**src/rtl/led_show_scheduler_if.sv**
```systemverilog
// Requester-side bundle of the LED show scheduler: request/pattern inputs,
// completion acks, and the status/LED outputs.
interface led_show_scheduler_if #(
    parameter int BITS = 4,
    parameter int NREQ = 4
);
    logic [NREQ-1:0]      req;
    logic [NREQ*BITS-1:0] pattern;
    logic [NREQ-1:0]      ack;
    logic                 busy;
    logic                 tick;
    logic [BITS-1:0]      led;

    modport master (
        output req, pattern,
        input  ack, busy, tick, led
    );

    modport slave (
        input  req, pattern,
        output ack, busy, tick, led
    );
endinterface

```
**src/rtl/led_show_scheduler.sv**
```systemverilog
// Time-shares the LED bank between round-robin requesters and a tick-driven
// idle counter; every output is registered.
module led_show_scheduler #(
    parameter int BITS       = 4,
    parameter int LOG2DELAY  = 22,
    parameter int HOLD_TICKS = 4,
    parameter int NREQ       = 4
) (
    input logic                 clk,
    input logic                 rst,
    led_show_scheduler_if.slave bus
);
    localparam int PW = (NREQ > 1) ? $clog2(NREQ) : 1;
    localparam int HW = (HOLD_TICKS > 1) ? $clog2(HOLD_TICKS) : 1;

    typedef enum logic [1:0] {IDLE, SHOW, GAP} state_t;

    state_t              state_q, state_d;
    logic [LOG2DELAY-1:0] presc_q, presc_d;
    logic [BITS-1:0]     cnt_q, cnt_d;
    logic [PW-1:0]       ptr_q, ptr_d;
    logic [PW-1:0]       grant_q, grant_d;
    logic [HW-1:0]       hold_q, hold_d;
    logic [BITS-1:0]     pat_q, pat_d;
    logic [BITS-1:0]     led_q, led_d;
    logic [NREQ-1:0]     ack_q, ack_d;
    logic                busy_q, busy_d;
    logic                tick_q, tick_d;

    logic                tick_now;
    logic                found;
    logic [PW-1:0]       win;
    int unsigned         idx;

    assign tick_now = (presc_q == '1);

    // First requester at or after ptr, wrapping at NREQ.
    always_comb begin
        found = 1'b0;
        win   = '0;
        idx   = 0;
        for (int unsigned k = 0; k < NREQ; k++) begin
            idx = 32'(ptr_q) + k;
            if (idx >= NREQ) idx = idx - NREQ;
            if (!found && bus.req[idx]) begin
                found = 1'b1;
                win   = PW'(idx);
            end
        end
    end

    always_comb begin
        presc_d = presc_q + 1'b1;
        cnt_d   = tick_now ? cnt_q + 1'b1 : cnt_q;
        state_d = state_q;
        ptr_d   = ptr_q;
        grant_d = grant_q;
        hold_d  = hold_q;
        pat_d   = pat_q;
        ack_d   = '0;
        case (state_q)
            IDLE: begin
                if (found) begin
                    state_d = SHOW;
                    grant_d = win;
                    pat_d   = bus.pattern[win*BITS +: BITS];
                    hold_d  = '0;
                end
            end
            SHOW: begin
                if (tick_now) begin
                    if (hold_q == HW'(HOLD_TICKS - 1)) begin
                        state_d        = GAP;
                        ack_d[grant_q] = 1'b1;
                        ptr_d          = (grant_q == PW'(NREQ - 1)) ? '0 : grant_q + 1'b1;
                    end else begin
                        hold_d = hold_q + 1'b1;
                    end
                end
            end
            GAP: begin
                if (tick_now) state_d = IDLE;
            end
            default: state_d = IDLE;
        endcase

        // Outputs are registered from next-state values so they align with the state.
        case (state_d)
            IDLE:    led_d = cnt_d;
            SHOW:    led_d = pat_d;
            default: led_d = '0;
        endcase
        busy_d = (state_d != IDLE);
        tick_d = (presc_d == '1);
    end

    always_ff @(posedge clk or posedge rst) begin
        if (rst) begin
            state_q <= IDLE;
            presc_q <= '0;
            cnt_q   <= '0;
            ptr_q   <= '0;
            grant_q <= '0;
            hold_q  <= '0;
            pat_q   <= '0;
            led_q   <= '0;
            ack_q   <= '0;
            busy_q  <= 1'b0;
            tick_q  <= 1'b0;
        end else begin
            state_q <= state_d;
            presc_q <= presc_d;
            cnt_q   <= cnt_d;
            ptr_q   <= ptr_d;
            grant_q <= grant_d;
            hold_q  <= hold_d;
            pat_q   <= pat_d;
            led_q   <= led_d;
            ack_q   <= ack_d;
            busy_q  <= busy_d;
            tick_q  <= tick_d;
        end
    end

    assign bus.led  = led_q;
    assign bus.ack  = ack_q;
    assign bus.busy = busy_q;
    assign bus.tick = tick_q;
endmodule

```
**src/flat_wrapper.sv**
```systemverilog
// flat-port wrapper written by rule: the top's interface ports become plain ports
module led_show_scheduler_flat 
#(
    parameter int BITS       = 4,
    parameter int LOG2DELAY  = 22,
    parameter int HOLD_TICKS = 4,
    parameter int NREQ       = 4
)
  (clk, rst, bus_req, bus_pattern, bus_ack, bus_busy, bus_tick, bus_led);
  led_show_scheduler_if #(.BITS(BITS), .NREQ(NREQ)) bus_i ();
  input logic clk;
  input logic rst;
  input wire logic [$bits(bus_i.req)-1:0] bus_req;
  input wire logic [$bits(bus_i.pattern)-1:0] bus_pattern;
  output wire logic [$bits(bus_i.ack)-1:0] bus_ack;
  output wire logic [$bits(bus_i.busy)-1:0] bus_busy;
  output wire logic [$bits(bus_i.tick)-1:0] bus_tick;
  output wire logic [$bits(bus_i.led)-1:0] bus_led;
  assign bus_i.req = bus_req;
  assign bus_i.pattern = bus_pattern;
  assign bus_ack = bus_i.ack;
  assign bus_busy = bus_i.busy;
  assign bus_tick = bus_i.tick;
  assign bus_led = bus_i.led;
  led_show_scheduler #(.BITS(BITS), .LOG2DELAY(LOG2DELAY), .HOLD_TICKS(HOLD_TICKS), .NREQ(NREQ)) u_core (.clk(clk), .rst(rst), .bus(bus_i));
endmodule
```
**config.mk**
```make
export PLATFORM = sky130hd
export DESIGN_NAME = led_show_scheduler_flat
export DESIGN_NICKNAME = d
export VERILOG_FILES = /design/src/rtl/led_show_scheduler_if.sv /design/src/rtl/led_show_scheduler.sv /design/src/flat_wrapper.sv
export SDC_FILE = /design/constraint.sdc
export NUM_CORES = 1
export LEC_CHECK = 0
export ABC_AREA = 1
export CAP_MARGIN = 10
export CORE_MARGIN = 3
export CORE_UTILIZATION = 35
export CTS_BUF_LIST = sky130_fd_sc_hd__clkbuf_2 sky130_fd_sc_hd__clkbuf_4 sky130_fd_sc_hd__clkbuf_8
export CTS_CLUSTER_DIAMETER = 60
export DETAILED_ROUTE_END_ITERATION = 8
export GPL_TIMING_DRIVEN = 0
export PLACE_DENSITY_LB_ADDON = 0.3
export SYNTH_ARGS = -nofsm -noshare
export SYNTH_HDL_FRONTEND = slang
export SYNTH_SLANG_ARGS = --single-unit
```
**constraint.sdc**
```tcl
create_clock -name clk -period 2.46 [get_ports clk]
set_clock_uncertainty 0.1 [all_clocks]
set_input_delay 0.246 -clock clk [delete_from_list [all_inputs] [get_ports clk]]
set_output_delay 0.246 -clock clk [all_outputs]
set_load 0.05 [all_outputs]
```
==> impl_metrics.ini <==
[place]
place.port_buffers = 31
dp_hpwl_um = 4150
place.gp.congestion = 0.869
placed_cells_incl_taps = 486

[yosys]
synth_fp_nets = 382
synthesis.area_per_instance_um2 = 8.11
synth.yosys.seq_area_share_pct = 42.1
synth-warning-count = 0
synth_flop_cell = dfrtp_1
yosys.cell_count.top_type = nand2_1
synth-seq-cells = 48
synthDistinctLibCells = 30
post-synth-top-area-cell = dfrtp_1
synthesis.instances = 352
async_reset_ff_share_pct = 100
ys_top_cells_by_area = dfrtp_1 42%, nand2_1 11%, inv_1 7.5%
synth_edf_count = 0
synth_commonest_cells = 84 x nand2_1, 57 x inv_1, 48 x dfrtp_1
synth_top_cell_area_share_pct = 42.1
area_of_the_mapped_netlist_um2 = 2850

[power]
seqPwrFrac_pct = 52.1
net-switching-power_uw = 313
leak_pwr_nw = 1.82
vdd_drop_max_uv = 318
internal_power_mw = 1.20
total_power_mw = 1.51
comb_power_share_pct = 7.2
p_sw_share_pct = 20.7
power.density_cell_area_nw_per_um2 = 440
power.share.clock_pct = 40.6

[clocking]
cts_htree_levels = 2
cts.repair_timing.setup_buffer_count = 0
max-clock-path-buffers = 2
clock-root-buffer = clkbuf_8
clock_tree_from_tritoncts = built
clkSinkCount = 48
cts.reportedPaths.clkPinSlew_ns = 0.09
clock_insertion_delay_worst_skew_ns = 0.30
cts_inserted_buffers = 5
cts_hold_repair.buffers = 0
ctsResizeCount = 0

[floorplanning]
die_width_um = 96.3
starting_utilization_of_the_core_area_pct = 36.6
die_h_um = 96.3
core_area_um2 = 7810
top_level_ports = 32
floorplan.rows = 32
dieArea_um2 = 9270

[grt]
first_pass_grt_wire_length_um = 9290
first_global_vias = 2141
gr-total-overflow = 0
antenna_found_initial = 0
grt_start_max_net_pins = 26
grt_usage_pct = 12.7

[sta]
final-max-slew-violation-count = 0
grt_setup_unrepaired = no
timing.setup.tns_ns = 0
report.final.setup_viol = 0
max_clock_freq_mhz = 468
fraction_of_the_cycle_the_final_worst_path_needs_pct = 86.8
timing.final.crit_period_ns = 2.13
hold_violations = 0
timing_worst_slew_pin_value_ns = 0.513
worst_slew_margin_rel_pct = 65.7

[critical_path]
crit_fanout = 6
worst-endpoint-required_ns = 2.60
critical_path_endpoint_category = register
critPathMostFrequentCell = nand2_2
path_cells = ha_1 -> nand2_2 -> inv_2 -> nand2_2 -> nor2_4 -> nand2_2 -> inv_2 -> nand3_2 -> nor2_4 -> nand3_2 -> o21ai_2 -> nand2_2 -> nor2_4 -> nand2_1 -> nand2_1
criticalPathCategory = register to register
worst_path_largest_cell_delay_ns = 0.39
cpMaxStageDelayCell = dfrtp_1
cp-start-kind = register
critical_path_arrival_ns = 2.27

[cells_and_area]
number_of_standard_cells_in_the_final_layout_excluding_fillers = 494
drive_gt1_share_pct = 16.1
antenna_cells = 0
num-nets-final = 421
area_growth_synth_to_finish_pct = 20.5
nFillCells = 779

[drt]
detail_route.iter0.violations = 81
detail-route-antenna-nets = 0
route.detailed.vias_per_inst = 4.44
total_number_of_vias = 2193
drt-pass1-iter-count = 4
average_routed_wire_per_standard_cell_um = 10.8
drc = 0
detail_route.wirelength_um = 5350

[status]
outcome = complete, no violations

[worst_hold_path]
hold_path_class = primary input to asynchronous set/reset pin

[job]
max_cap_viols = 0
cells by family after synthesis:
group                    count (synthesis)  synth area share [%]
XOR/XNOR                                18                  5.52
multiplexers                             1                 0.395
adder cells (fa/ha/maj)                  8                  3.51
AO/OA/AOI/OAI                           14                  2.94
buffers and inverters                   67                  9.47
flip-flops                              48                  42.1
AND/OR/NAND/NOR                        196                  36.1
final cells by class:
class	count	area, um^2	share of cell area [%]
Tap cell	102	128	3.71
Inverter	64	240	6.99
Multi-Input combinational cell	237	1380	40.2
Sequential cell	48	1200	34.9
Buffer	3	30.0	0.873
Clock inverter	1	30.0	0.873
Timing Repair Buffer	32	330	9.61
Clock buffer	7	96.3	2.80
placed cells by master, fill, tap and decap left out, types with 8 or more instances in the layout:
cell             synthesis  final
inv_1                   57     56
ha_1                     8      8
dfrtp_1                 48     48
nand4_1                 14     14
inv_2                    7      8
nand2_1                 84     84
nand2_2                 13     13
nand3_1                 24     24
xor2_1                  11     11
nor2_1                  30     30
clkdlybuf4s50_1          0     31
nand3_2                  8      8
sequential cells by signal, summed over array words and instances (netlist names):
name             flops
u_core.bus.busy      1
u_core.cnt_q         4
u_core.bus.tick      1
u_core.state_q       2
u_core.pat_q         4
u_core.grant_q       2
u_core.bus.led       4
u_core.hold_q        2
u_core.ptr_q         2
u_core.presc_q      22
u_core.bus.ack       4
power by group through the flow:
| stage | registers (mW) | clock network, mW | logic (mW) |
|---|---|---|---|
| after global routing | 0.788 | 0.665 | 0.122 |
| after detailed placement | 0.804 | 0 | 0.111 |
| final | 0.788 | 0.614 | 0.109 |
| after CTS | 0.788 | 0.634 | 0.112 |
| after global placement | 0.804 | 0 | 0.106 |
| after floorplan | 0.804 | 0 | 0.0599 |
path summary, 6_finish.rpt:
kind / end / cells after the start / from / slack [ns]
max in group asynchronous: u_core.presc_q[21] / 3 / rst / 1.55
worst min register to register: u_core.cnt_q[3] / 1 / u_core.cnt_q[3] / 0.37
min in group clk: u_core.cnt_q[3] / 1 / u_core.cnt_q[3] / 0.37
worst min-delay path: u_core.bus.ack[2] / 2 / rst / 0.20
worst max register to register: u_core.bus.led[1] / 15 / u_core.presc_q[0] / 0.33
worst max-delay path: u_core.bus.led[1] / 15 / u_core.presc_q[0] / 0.33
worst max-delay path, delay by kind of cell (launching register included):
kind                     cells  cell delay [ns]
AO/OA/AOI/OAI                1             0.15
adder cells (fa/ha/maj)      1             0.19
buffers and inverters        2             0.15
flip-flops                   1             0.39
AND/OR/NAND/NOR             11             1.09
layer usage:
layer  wire length (um)  GRT usage, %
met5                  0             0
met4                 72          4.21
met3                247          2.42
met2               2440          21.6
met1               2600          16.1
metrics by stage:
stage,worst slack [ns],hold WS [ns],instance area [um^2],utilization (%)
2_1_floorplan,0.618,0.336,2850,-
3_3_place_gp,0.00501,0.353,3290,42.2
3_5_place_dp,0.263,0.354,3310,42.4
4_1_cts,0.301,0.217,3440,44.0
5_1_grt,0.0485,0.251,3440,44.0
6_report,0.325,0.203,3440,44.0
Power figures use the tool's default switching activity.
